### config.mk
export PLATFORM = sky130hd
export DESIGN_NAME = pc_fetch_unit
export DESIGN_NICKNAME = d
export VERILOG_FILES = /design/src/rtl/pc_fetch_unit.sv
export SDC_FILE = /design/constraint.sdc
export NUM_CORES = 1
export LEC_CHECK = 0
export BUFFER_PORTS_ARGS = -buffer_cell sky130_fd_sc_hd__buf_4
export CAP_MARGIN = 20
export CORE_MARGIN = 5
export CORE_UTILIZATION = 45
export DETAILED_ROUTE_END_ITERATION = 16
export GPL_TIMING_DRIVEN = 0
export PLACE_DENSITY_LB_ADDON = 0.12
export REMOVE_ABC_BUFFERS = 1
export SLEW_MARGIN = 5
export SYNTH_ARGS = -nofsm -noshare
export SYNTH_HDL_FRONTEND = slang
export SYNTH_SLANG_ARGS = --single-unit
### constraint.sdc
create_clock -name i_clk -period 6.7 [get_ports i_clk]
set_clock_uncertainty 0.2 [all_clocks]
set_input_delay 0.67 -clock i_clk [delete_from_list [all_inputs] [get_ports i_clk]]
set_output_delay 0.67 -clock i_clk [all_outputs]
set_load 0.02 [all_outputs]
### src/rtl/pc_fetch_unit.sv
// rtl/pc_fetch_unit.sv - instruction-fetch stage: PC, redirects, IF/ID register, halt freeze
module pc_fetch_unit #(
  parameter logic [31:0] RESET_PC    = 32'h0000_0000,
  parameter logic [5:0]  HALT_OPCODE = 6'b111111
) (
  input  logic        i_clk,
  input  logic        i_reset,
  input  logic        i_stall,
  input  logic        i_flush,
  input  logic        i_branch_taken,
  input  logic [15:0] i_branch_imm,
  input  logic        i_jump,
  input  logic [25:0] i_jump_idx,
  input  logic        i_jump_reg,
  input  logic [31:0] i_reg_target,
  output logic [31:0] o_addr,
  input  logic [31:0] i_instr_in,
  output logic [31:0] o_id_instr,
  output logic [31:0] o_id_pc_plus4,
  output logic        o_id_valid,
  output logic        o_halted,
  output logic [31:0] o_fetch_count
);

  typedef enum logic {ST_RUN, ST_HALT} state_t;

  state_t      r_state;
  logic [31:0] r_pc;
  logic [31:0] r_id_instr;
  logic [31:0] r_id_pc_plus4;
  logic        r_id_valid;
  logic        r_halted;
  logic [31:0] r_fetch_count;

  logic [31:0] w_pc_plus4;
  logic [31:0] w_jr_target;
  logic [31:0] w_j_target;
  logic [31:0] w_br_offset;
  logic [31:0] w_br_target;
  logic        w_redirect;
  logic        w_is_halt;
  logic [31:0] w_redirect_pc;

  assign w_pc_plus4  = r_pc + 32'd4;
  // Masking keeps the target word-aligned even if the register holds a byte address.
  assign w_jr_target = i_reg_target & 32'hFFFF_FFFC;
  assign w_j_target  = {r_id_pc_plus4[31:28], i_jump_idx, 2'b00};
  assign w_br_offset = {{14{i_branch_imm[15]}}, i_branch_imm, 2'b00};
  assign w_br_target = r_id_pc_plus4 + w_br_offset;
  assign w_redirect  = i_jump_reg | i_jump | i_branch_taken;
  assign w_is_halt   = (i_instr_in[31:26] == HALT_OPCODE);

  always_comb begin
    w_redirect_pc = w_br_target;
    if (i_jump_reg) begin
      w_redirect_pc = w_jr_target;
    end else if (i_jump) begin
      w_redirect_pc = w_j_target;
    end
  end

  always_ff @(posedge i_clk) begin
    if (i_reset) begin
      r_state       <= ST_RUN;
      r_pc          <= RESET_PC;
      r_id_instr    <= 32'h0000_0000;
      r_id_pc_plus4 <= 32'h0000_0000;
      r_id_valid    <= 1'b0;
      r_halted      <= 1'b0;
      r_fetch_count <= 32'h0000_0000;
    end else if (r_state == ST_RUN) begin
      if (w_redirect) begin
        r_pc       <= w_redirect_pc;
        r_id_instr <= 32'h0000_0000;
        r_id_valid <= 1'b0;
      end else if (i_stall) begin
        if (i_flush) begin
          r_id_instr <= 32'h0000_0000;
          r_id_valid <= 1'b0;
        end
      end else if (w_is_halt) begin
        // The halt word itself never enters decode; the PC stays on it.
        r_id_instr <= 32'h0000_0000;
        r_id_valid <= 1'b0;
        r_state    <= ST_HALT;
        r_halted   <= 1'b1;
      end else begin
        r_pc <= w_pc_plus4;
        if (i_flush) begin
          r_id_instr <= 32'h0000_0000;
          r_id_valid <= 1'b0;
        end else begin
          r_id_instr    <= i_instr_in;
          r_id_pc_plus4 <= w_pc_plus4;
          r_id_valid    <= 1'b1;
          r_fetch_count <= r_fetch_count + 32'd1;
        end
      end
    end
  end

  assign o_addr        = r_pc;
  assign o_id_instr    = r_id_instr;
  assign o_id_pc_plus4 = r_id_pc_plus4;
  assign o_id_valid    = r_id_valid;
  assign o_halted      = r_halted;
  assign o_fetch_count = r_fetch_count;

endmodule

==> results, run 1 <==
- The post-route worst hold slack is 0.256 ns.
- The number of antenna violations at the first check in global routing is 1.
- Sorting the synthesized cells by area gives the leading types as sky130_fd_sc_hd__dfxtp_1, sky130_fd_sc_hd__nor2_1, sky130_fd_sc_hd__ha_1.
- The first-pass GRT wire length is 40.7 mm.
- The run finished with clean final reports.
- The total number of nets in the final design is 1350.
- The setup check on the worst reg-to-reg path leaves a slack of 3.17 ns.
- The remaining global-route overflow is 0.
- Internal power comes to 1.46 mW.
- Sorting the synthesized cells by how often they occur yields sky130_fd_sc_hd__nor2_1, sky130_fd_sc_hd__dfxtp_1, sky130_fd_sc_hd__nand2_1.
- Cells fill 60.1% of the core in the end.
- The count of yosys warnings during synthesis is 0.
- The core box area is 17100 um^2.
- In the post-synthesis netlist, the cell with the most instances is sky130_fd_sc_hd__nor2_1.
- The total instance count after detailed placement is 1411.
- The count of filler cells inserted in the layout is 1586.
- Buffers placed on the I/O ports in this run total 240.
- The detailed router put a total of 11.0 mm of wire on met1.
- The async set-or-reset flop fraction in the synthesized netlist is 0%.
- The share of synthesized area in the top cell type comes to 33.7%.
- In this run the static leakage power is 4.37 nW.
- Hold repair after CTS inserted 0 buffers.
- Net switching is 29.0% of the power.
- The ratio of total power to cell area is 200 nW/um^2.
- Setup violations remaining at the end of the flow were counted as 0.
- The initial utilization of the core area, before any placement, comes to 45.5%.
- The placed wire-length estimate is 18.2 mm.
- TritonCTS built the clock tree.
- Once layout is complete, the cells apart from fillers number 1443.
- The cell with the largest stage delay on the worst path is sky130_fd_sc_hd__or3_4.
- The headroom to the max-slew limit is 29.9%.
- In this run the vertical extent of the chip is 141 um.
- The design draws 2.05 mW.
- The path category of the worst min-delay check is flop to flop.
- Across the run, the number of max-cap violations was 0.
- The worst path in the final design needs a cycle of 3.78 ns, including I/O delays and setup.
- For this run, design rule violations remaining after detail routing come to 0.
- For the pin with the worst max-slew slack, the measured transition is 1.05 ns.
- The final route contains 8146 vias.
- After detailed routing, the total wire length is 25.7 mm.
- The kind of cell adding the most delay to the critical path is simple AND/OR/NAND/NOR gates.
- The top achievable clock speed is 265 MHz.
- The first-pass iteration count of the detailed router is 7.
- In this run, synthesis produced a sequential element count of 131.
- In the detailed route, the total length drawn on met3 is 2.49 mm.
- The growth of design area from synthesis to finish is 32.2%.
- Of the total power, registers draw 40.7%.
- The count of antenna-violating nets left after detailed routing is 0.
- The critical setup path kind is primary input to flop.
- The number of synthesized flops with an enable pin is 0.
- The length of routed met2 wiring is 11.8 mm.
- In the synthesized netlist the dominant register cell turns out to be sky130_fd_sc_hd__dfxtp_1.
- STA classifies the critical path endpoint as a flop.
- The worst path arrival time is 3.93 ns.
- The category of the worst setup path launch point is a primary input.
- At the later pin of the worst-skew pair, clock insertion delay measures 0.42 ns.
- For this design the top-level I/O count stands at 243.
- The antenna diode instance count is 0.
- The standard cell area after detailed placement is 9710 um^2.
- The pre-CTS setup slack is 2.53 ns.
- Across the VDD grid, the largest voltage drop is 0.182 mV.
- Together, buffers and inverters on the worst path number 2.
- The floorplan step set the die width to 141 um.
- The final hold violation count is 0.
- The root buffer cell chosen for the clock tree is sky130_fd_sc_hd__clkbuf_16.
- Traced cell by cell, the critical path runs through buf_4 > or3_4 > nor2_4 > and3_4 > buf_12 > and4_1 > nor3b_2 > nand2_1 > or3_1 > a21oi_1.
- The synthesized netlist contains 67 unique library cells.
- In the final timing run, aggregate negative setup slack is 0 ns.
- The clock sink count is 131.
- The cell area after layout is 10300 um^2.
- Of all nets on the critical path, the largest fanout is 51.
- In this run the deepest clock path goes through 2 buffers.
- In this run, post-CTS repair resized a total of 0 instances.
- The relative contribution of the clock network to total power is 44.5%.
- The top routing layer in use is met5.
- sky130_fd_sc_hd__dfxtp_1 takes more of the synthesized area than any other cell.
- The pin count of the biggest net entering global routing is 134.
- For this run, the register share of the synthesized area comes to 33.7%.
- The delay of the slowest cell on the worst path is 0.62 ns.
- In this run the post-CTS setup repair buffer count came out at 0.
- Dividing the detail-routed via count by the number of cells gives 5.65.
- The netlist area before placement is 7780 um^2.
- The number of placement rows is 48.
- In this run, the number of DRC markers left after iteration 0 of detailed routing was 695.
- The switching power summed over all nets is 0.595 mW.
- The final-report max-slew violation count is 0.
- The fraction of power consumed by combinational cells is 14.8%.
- The average wire per standard cell is 17.8 um.
- Setup repair after global routing left no endpoint under its margin.
- In this run the mean area of a mapped cell was 7.76 um^2.
- The H-tree was split into 4 levels.
- At the worst endpoint, the required time is 6.85 ns.
- Synthesis produced 1003 cells.
- The via count of the first global-routing pass was 7823.
- Setup slack closes at 2.92 ns.
- The full die area is 20000 um^2.
- The CTS clock-pin slew for the worst setup and hold paths is 0.07 ns.
- The part of the cycle the worst path needs is 56.4%.
- The weighted congestion reported at the end of routability-driven placement is 0.903.
- The global-route total usage across every layer is 25.0%.
- Of the cells placed in the final design, the portion with a size suffix greater than 1 is 24.4%.
- In this run, CTS created clock tree buffers numbering 17.
power by group through the flow:
stage	Sequential [mW]	Combinational, mW	Clock, mW
after floorplan	0.869	0.131	0
after CTS	0.835	0.304	0.927
after detailed placement	0.852	0.302	0
after global routing	0.839	0.333	0.966
after global placement	0.852	0.298	0
final	0.836	0.304	0.915
kinds of logic (layout without fill, tap and decap cells):
kind of cell,after synthesis,after routing,share of synthesized area (%)
XOR/XNOR,70,70,7.88
adder cells (fa/ha/maj),32,32,5.24
flip-flops,131,131,33.7
AO/OA/AOI/OAI,300,300,24.9
buffers and inverters,79,294,4.12
multiplexers,7,7,0.917
AND/OR/NAND/NOR,384,384,23.2
placed cells by master (no fill, tap or decap), drive strengths merged, types with 4 or more instances in the layout:
master    n
inv      24
nor2    141
mux2i     6
xor2     41
a21oi    77
o211ai   14
nand4    20
clkbuf   18
a21o     13
o21bai    5
xnor2    29
and4      8
or3      14
nor4      4
nand3    33
o22ai    12
o211a     4
ha       31
o21ai    63
nand2b    5
a31oi     5
a22oi    34
nor3     33
dfxtp   131
and3     13
buf     245
clkinv    4
nand2   102
a211oi   39
o21a      9
tightest hold or removal path: stages (launching register included):
cell	delay (ns)
sky130_fd_sc_hd__dfxtp_1	0.31
sky130_fd_sc_hd__nand2_1	0.05
sky130_fd_sc_hd__a21oi_1	0.05
final cells by class:
class / instances / area [um^2] / share of cell area, %
flip-flops and latches: 131 / 2620 / 25.5
inverters: 17 / 63.8 / 0.621
well taps: 225 / 282 / 2.74
multi-input cells: 793 / 4860 / 47.2
repair buffers: 245 / 1880 / 18.3
clock buffers: 18 / 429 / 4.17
clock inverters: 14 / 144 / 1.40
path summary, 6_finish.rpt:
kind	startpoint	end	cells after the start
min	o_id_valid	o_id_valid	2
max reg2reg	o_id_pc_plus4[2]	o_addr[30]	11
min reg2reg	o_id_valid	o_id_valid	2
max	i_jump	o_fetch_count[31]	10
routing by layer:
metal  global-route usage, %  vias to the layer above
met4                    6.06                        2
met2                    40.6                      321
met1                    32.2                     3753
li1                        -                     4037
met3                    8.66                       33
met5                       0                        -
registers in the layout, summed over array words and instances, names as in the netlist:
register	flops
o_addr	32
o_fetch_count	32
o_id_instr	32
o_id_pc_plus4	32
o_halted	1
o_id_valid	1
r_state	1
No activity file was read; power rests on OpenSTA's default activity.
==> inputs of run 2 (changes only) <==
clock period = 3.4 ns   (was 6.7 ns; I/O delays follow)
==> results, run 2 (synthesis gave the netlist of run 1 again) <==
- The met2 global-route usage is 42.8% (was 40.6%).
- The number of buffers on the longest clock path came to 2 (unchanged).
- The final-report setup violation count was 0 (unchanged).
- The worst path arrival time is 3.47 ns (was 3.93 ns).
- The number of antenna violations at the first check in global routing came to 1 (unchanged).
- The layer with the highest usage was met2 (unchanged).
- The first-pass GRT wire length was 42.4 mm (was 40.7 mm).
- The full die area is 20000 um^2 (unchanged).
- The pre-CTS setup slack is -0.444 ns (was 2.53 ns).
- The met1 layer usage reported by global route is 33.8% (was 32.2%).
- The pin count of the biggest net entering global routing is 134 (unchanged).
- The fraction of power consumed by combinational cells was 15.7% (was 14.8%).
- The relative contribution of the clock network to total power is 44.1% (was 44.5%).
- The fraction of final layout cells with drive strength greater than 1 is 24.3% (was 24.4%).
- Run status: finished clean (unchanged).
- The met3 capacity usage during global routing is 7.99% (was 8.66%).
- The number of violations reported at the end of detailed-routing iteration 0 is 763 (was 695).
- The via count of the first global-routing pass is 8081 (was 7823).
- The worst hold path stage count is 3 (was 2).
- The number of clock buffers inserted by TritonCTS came to 17 (unchanged).
- The category of the worst setup path launch point is a flop (was primary input).
- The transition time at the pin with the least slew margin is 1.05 ns (about the same).
- The final critical-path setup slack is 0.0978 ns (was 2.92 ns).
- The most common library cell in the layout ignoring fill and taps is sky130_fd_sc_hd__buf_4 (unchanged).
- The max-capacitance violation count is 0 (unchanged).
- RSZ-0062 raised after global routing: true (was false).
- The detail-routed via count per cell was 5.64 (was 5.65).
- The utilization of the core after routing is 62.6% (was 60.1%).
- The depth of the CTS H-tree was 4 (unchanged).
- The number of top-level pins is 243 (unchanged).
- The endpoint required time on the critical path was 3.57 ns (was 6.85 ns).
- The remaining global-route overflow came to 0 (unchanged).
- The ratio of total power to cell area is 382 nW/um^2 (was 200 nW/um^2).
- The growth of design area from synthesis to finish is 37.8% (was 32.2%).
- The flop-to-flop setup slack is 0.1 ns (was 3.17 ns).
- The critical setup path kind is flop to flop (was primary input to flop).
- The kind of cell adding the most delay to the critical path is compound AO/OA/AOI/OAI gates (was simple AND/OR/NAND/NOR gates).
- The delay of the slowest cell on the worst path came to 0.47 ns (was 0.62 ns).
- The cell that appears most often on the critical path is sky130_fd_sc_hd__o211ai_1.
- The TritonCTS clock tree is built (unchanged).
- The total wire length after detailed routing came to 27.0 mm (was 25.7 mm).
- The leakage power was 4.56 nW (was 4.37 nW).
- The switching power summed over all nets was 1.19 mW (was 0.595 mW).
- The weighted congestion reported at the end of routability-driven placement is 0.903 (unchanged).
- The final hold violation count is 0 (unchanged).
- The post-route total power is 4.10 mW (was 2.05 mW).
- The maximum net fanout on the critical path was 4 (was 51).
- The final-report max-slew violation count is 0 (unchanged).
- Commonest cells after routing, fill and taps aside: sky130_fd_sc_hd__buf_4, sky130_fd_sc_hd__nor2_1, sky130_fd_sc_hd__dfxtp_1 (unchanged).
- The floorplan die width came to 141 um (unchanged).
- The placed wire-length estimate is 18.2 mm (unchanged).
- The highest ir drop seen on vdd is 0.359 mV (was 0.182 mV).
- The worst reg2reg path endpoint is o_addr[30] (unchanged).
- The path category of the worst min-delay check is primary input to flop (was flop to flop).
- The clock sink count is 131 (unchanged).
- The cell internal power dissipation came to 2.91 mW (was 1.46 mW).
- The number of port buffers was 240 (unchanged).
- The sequential power share is 40.2% (was 40.7%).
- The total via count in the routed design is 8382 (was 8146).
- The count of antenna-violating nets left after detailed routing is 0 (unchanged).
- The hold-critical path endpoint is o_addr[14] (was o_id_valid).
- The element type at the critical path end is a flop (unchanged).
- The total number of nets in the final design is 1392 (was 1350).
- The post-route worst hold slack is 0.0202 ns (was 0.256 ns).
- The initial cell density of the core came to 45.5% (unchanged).
- Worst-path cell chain: ha_1 > fa_2 > a211oi_4 > nor3_2 > o211ai_1 > o211ai_1 > a221oi_2 > o21ai_1 > or4b_1 > nand4_1 > a22o_1 (was buf_4 > or3_4 > nor2_4 > and3_4 > buf_12 > and4_1 > nor3b_2 > nand2_1 > or3_1 > a21oi_1).
- The number of placement rows is 48 (unchanged).
- The global-route total usage across every layer came to 26.1% (was 25.0%).
- The core box area was 17100 um^2 (unchanged).
- The setup total negative slack was 0 ns (unchanged).
- The clock latency reported for the late side of the worst-skew pair was 0.43 ns (was 0.42 ns).
- The number of cells on the worst reg-to-reg path is 11 (unchanged).
- The number of remaining DRC errors came to 0 (unchanged).
- The top achievable clock speed is 303 MHz.
- The cell at the root of the clock tree was sky130_fd_sc_hd__clkbuf_16 (unchanged).
- The count of filler cells inserted in the layout is 1505 (was 1586).
- The hold path startpoint was i_reg_target[14] (was o_id_valid).
- The buffering stage count on the worst path with inverters included came to 0 (was 2).
- The CTS clock-pin slew for the worst setup and hold paths is 0.06 ns (was 0.07 ns).
- The headroom to the max-slew limit was 30.3% (was 29.9%).
- The first-pass iteration count of the detailed router is 5 (was 7).
- The time the final worst path needs with I/O delays and setup is 3.30 ns.
- The cell with the largest stage delay on the worst path is sky130_fd_sc_hd__or4b_1 (was sky130_fd_sc_hd__or3_4).
- The fraction of power spent switching nets is 29.1% (was 29.0%).
- The source of the worst register-to-register timing path is o_id_pc_plus4[2] (unchanged).
- The average wire per standard cell is 18.2 um (was 17.8 um).
- The die height is 141 um (unchanged).
- The part of the cycle the worst path needs is 97.1%.
==> run 2: changes by cell type in the layout (fill, tap and decap cells not counted), sizes merged <==
cell	before	now
buf	245	248
and3	13	15
diode	0	1
dlygate4sd3	0	37
==> run 2: routing by layer <==
| layer | share of wire [%] | routed length, um |
|---|---|---|
| met1 | 43 | 11500 |
| met2 | 47 | 12700 |
| met3 | 9.2 | 2470 |
| met4 | 1.2 | 320 |
| met5 | 0 | 0 |
==> run 2: final cells by class <==
type,instances,area (um^2),share of cell area [%]
sequential,131,2620,24.5
inverter,17,63.8,0.595
antenna,1,2.50,0.0233
clock inverter,14,144,1.34
tap,225,282,2.63
clock buffer,18,429,4.00
timing repair buffer,285,2280,21.2
multi-input combinational,795,4900,45.7
==> run 2: how the worst max path moves through the flow <==
stage,cells past startpoint,end,from,slack (ns)
CTS,11,o_addr[30],o_id_pc_plus4[2],0.005
global route,11,o_addr[30],o_id_pc_plus4[2],-0.06
global placement,7,o_addr[29],i_jump,-4.36
finish,11,o_addr[30],o_id_pc_plus4[2],0.1
floorplan,8,o_fetch_count[31],i_jump_reg,-0.73
detailed placement,10,o_fetch_count[31],i_jump,-0.44
==> run 2: power by group through the flow <==
stage	logic [mW]	clock network (mW)	registers, mW
final	0.644	1.81	1.65
after detailed placement	0.596	0	1.68
after floorplan	0.258	0	1.71
after global placement	0.587	0	1.68
after global routing	0.701	1.90	1.65
after CTS	0.636	1.83	1.65
==> run 2: worst reg2reg max path, stage by stage (launching register included) <==
cell and delay, ns:
sky130_fd_sc_hd__dfxtp_1 0.33, sky130_fd_sc_hd__ha_1 0.21, sky130_fd_sc_hd__fa_2 0.39, sky130_fd_sc_hd__a211oi_4 0.28, sky130_fd_sc_hd__nor3_2 0.13, sky130_fd_sc_hd__o211ai_1 0.29
sky130_fd_sc_hd__o211ai_1 0.19, sky130_fd_sc_hd__a221oi_2 0.36, sky130_fd_sc_hd__o21ai_1 0.11, sky130_fd_sc_hd__or4b_1 0.47, sky130_fd_sc_hd__nand4_1 0.14, sky130_fd_sc_hd__a22o_1 0.15
==> run 2: repair_timing <==
| item | in CTS | in global routing |
|---|---|---|
| hold buffers | 37 | 0 |
| hold endpoints to repair | 36 | 0 |
| pin swaps | 3 | 5 |
| setup buffers | 1 | 2 |
| cloned | 1 | 1 |
| resized for setup | 0 | 5 |
| setup endpoints to repair | 2 | 11 |
==> run 2: metrics by stage <==
step,std cells,cell area [um^2]
final,1486,10700
after global routing,1486,10700
after CTS,1482,10700
after detailed placement,1411,9710
after global placement,1406,9610
after floorplan,941,7520
==> inputs of run 3 (changes only) <==
BUFFER_PORTS_ARGS = not set   (was -buffer_cell sky130_fd_sc_hd__buf_4)
DONT_BUFFER_PORTS = 1   (was not set)
==> results, run 3 (synthesis gave the netlist of run 1 again) <==
- Run status: finished clean (unchanged).
- The endpoint required time on the critical path was 3.56 ns (was 3.57 ns).
- The post-layout instance count excluding filler cells is 1264 (was 1486).
- The via count of the first global-routing pass came to 7225 (was 8081).
- The die height is 141 um (unchanged).
- The final-report max-slew violation count is 0 (unchanged).
- The number of antenna violations at the first check in global routing is 2 (was 1).
- The pin count of the biggest net entering global routing is 130 (was 134).
- The headroom to the max-slew limit is 46.8% (was 30.3%).
- The detail-routed via count per cell was 5.95 (was 5.64).
- The cell area after layout is 9160 um^2 (was 10700 um^2).
- The critical setup path kind is flop to flop (unchanged).
- The maximum net fanout on the critical path is 4 (unchanged).
- The part of the cycle the worst path needs is 98.8% (was 97.1%).
- The pre-CTS setup slack was -0.193 ns (was -0.444 ns).
- The antenna diode instance count is 0 (was 1).
- The full die area is 20000 um^2 (unchanged).
- The number of placement rows is 48 (unchanged).
- The number of port buffers is 0 (was 240).
- The max-capacitance violation count is 0 (unchanged).
- The most common library cell in the layout ignoring fill and taps is sky130_fd_sc_hd__nor2_1 (was sky130_fd_sc_hd__buf_4).
- The cell at the root of the clock tree is sky130_fd_sc_hd__clkbuf_16 (unchanged).
- The depth of the CTS H-tree came to 4 (unchanged).
- The critical path launch point is o_id_pc_plus4[2] (unchanged).
- The standard cell area after detailed placement is 7900 um^2 (was 9710 um^2).
- RSZ-0062 raised after global routing: true (unchanged).
- The ratio of total power to cell area is 439 nW/um^2 (was 382 nW/um^2).
- The path category of the worst min-delay check is primary input to flop (unchanged).
- The highest ir drop seen on vdd is 0.321 mV (was 0.359 mV).
- The leakage power is 3.44 nW (was 4.56 nW).
- The total wire length after detailed routing came to 25.6 mm (was 27.0 mm).
- The TritonCTS clock tree is built (unchanged).
- The core box area is 17100 um^2 (unchanged).
- The number of remaining DRC errors was 0 (unchanged).
- Commonest cells after routing, fill and taps aside: sky130_fd_sc_hd__nor2_1, sky130_fd_sc_hd__dfxtp_1, sky130_fd_sc_hd__nand2_1 (was sky130_fd_sc_hd__buf_4, sky130_fd_sc_hd__nor2_1, sky130_fd_sc_hd__dfxtp_1).
- The number of top-level pins was 243 (unchanged).
- The floorplan die width is 141 um (unchanged).
- The initial cell density of the core was 45.5% (unchanged).
- The final-report setup violation count is 0 (unchanged).
- The weighted congestion reported at the end of routability-driven placement is 0.912 (was 0.903).
- The first-pass iteration count of the detailed router is 5 (unchanged).
- The count of antenna-violating nets left after detailed routing came to 0 (unchanged).
- The remaining global-route overflow came to 0 (unchanged).
- The global-route total usage across every layer was 25.1% (was 26.1%).
- The transition time at the pin with the least slew margin is 0.797 ns (was 1.05 ns).
- The first-pass GRT wire length is 40.1 mm (was 42.4 mm).
- The worst path arrival time is 3.52 ns (was 3.47 ns).
- The category of the worst setup path launch point is a flop (unchanged).
- The final hold violation count is 0 (unchanged).
- The source of the worst register-to-register timing path is o_id_pc_plus4[2] (unchanged).
- The hold path startpoint is i_reg_target[13] (was i_reg_target[14]).
- The total instance count after detailed placement is 1171 (was 1411).
- The total number of nets in the final design is 1171 (was 1392).
- The fraction of final layout cells with drive strength greater than 1 is 6.93% (was 24.3%).
- The flop-to-flop setup slack is 0.04 ns (was 0.1 ns).
- The final critical-path setup slack is 0.0412 ns (was 0.0978 ns).
- The growth of design area from synthesis to finish is 17.7% (was 37.8%).
- The element type at the critical path end is a flop (unchanged).
- The total via count in the routed design is 7520 (was 8382).
- The CTS clock-pin slew for the worst setup and hold paths was 0.07 ns (was 0.06 ns).
- The clock latency reported for the late side of the worst-skew pair came to 0.42 ns (was 0.43 ns).
- The clock sink count came to 131 (unchanged).
- The top achievable clock speed was 298 MHz (was 303 MHz).
- The number of violations reported at the end of detailed-routing iteration 0 is 551 (was 763).
- The number of clock buffers inserted by TritonCTS is 17 (unchanged).
- The number of buffers on the longest clock path is 2 (unchanged).
- The placed wire-length estimate was 17.3 mm (was 18.2 mm).
- The time the final worst path needs with I/O delays and setup is 3.36 ns (was 3.30 ns).
- The average wire per standard cell is 20.3 um (was 18.2 um).
==> run 3: cell count changes in the layout (fill, tap and decap cells not counted), moves of 2 or more <==
cell	change
sky130_fd_sc_hd__dlygate4sd3_1	+19
sky130_fd_sc_hd__clkinvlp_4	-2
sky130_fd_sc_hd__inv_8	+5
sky130_fd_sc_hd__dfxtp_2	+2
sky130_fd_sc_hd__dfxtp_1	-2
sky130_fd_sc_hd__o21ai_1	+3
sky130_fd_sc_hd__buf_4	-238
sky130_fd_sc_hd__buf_6	-2
sky130_fd_sc_hd__and3_2	-2
sky130_fd_sc_hd__o21ai_0	-3
sky130_fd_sc_hd__clkinv_4	-3
==> run 3: layout make-up <==
cell class	count	area (um^2)
Timing Repair Buffer	66	689
Clock buffer	17	425
Inverter	17	63.8
Multi-Input combinational cell	793	4900
Clock inverter	15	175
Tap cell	225	282
Sequential cell	131	2630
Fill cell	1666	7960
==> run 3: report_power, final <==
| group | internal, mW | switching (mW) |
|---|---|---|
| Combinational | 0.192 | 0.233 |
| Clock | 1.06 | 0.830 |
| Sequential | 1.58 | 0.132 |
| Total | 2.83 | 1.20 |
==> run 3: metal layers <==
layer	routed length (um)	track usage, %	vias to the layer above	share of wire, %
met3	2360	8.36	33	9.2
met5	27	0	-	0.11
li1	-	-	3688	-
met1	11200	33.1	3516	44
met4	351	5.66	4	1.4
met2	11600	40.2	279	45
==> run 3: timing repair <==
item	CTS	global route
hold endpoints to repair	130	0
gates resized for setup	3	10
setup buffers	3	1
hold buffers	57	0
pin swaps	3	3
setup endpoints to repair	3	7
==> run 3: path summary, 6_finish.rpt <==
check	cells past startpoint	end
max	11	o_addr[30]
min	2	o_addr[13]
max reg2reg	11	o_addr[30]
min reg2reg	2	o_id_pc_plus4[7]
==> run 3: stage by stage <==
stage          TNS (ns)  total power, mW  utilization (%)  hold WS (ns)
2_1_floorplan    -17.26             1.97                -         0.209
3_3_place_gp    -214.45             2.07             45.6         0.223
3_5_place_dp     -0.226             2.07             46.1         0.226
4_1_cts               0             4.05             53.3      0.000853
5_1_grt         -0.0688             4.18             53.5       0.00385
6_report              0             4.02             53.5        0.0102
==> run 3: worst max-delay path: stages, from the launching register on <==
cell and delay [ns]:
sky130_fd_sc_hd__dfxtp_2 0.37, sky130_fd_sc_hd__ha_1 0.22, sky130_fd_sc_hd__fa_2 0.40, sky130_fd_sc_hd__a211oi_4 0.26, sky130_fd_sc_hd__nor3_2 0.12, sky130_fd_sc_hd__o211ai_1 0.30
sky130_fd_sc_hd__o211ai_1 0.21, sky130_fd_sc_hd__a221oi_2 0.33, sky130_fd_sc_hd__o21ai_1 0.12, sky130_fd_sc_hd__or4b_1 0.47, sky130_fd_sc_hd__nand4_1 0.14, sky130_fd_sc_hd__a22o_1 0.15
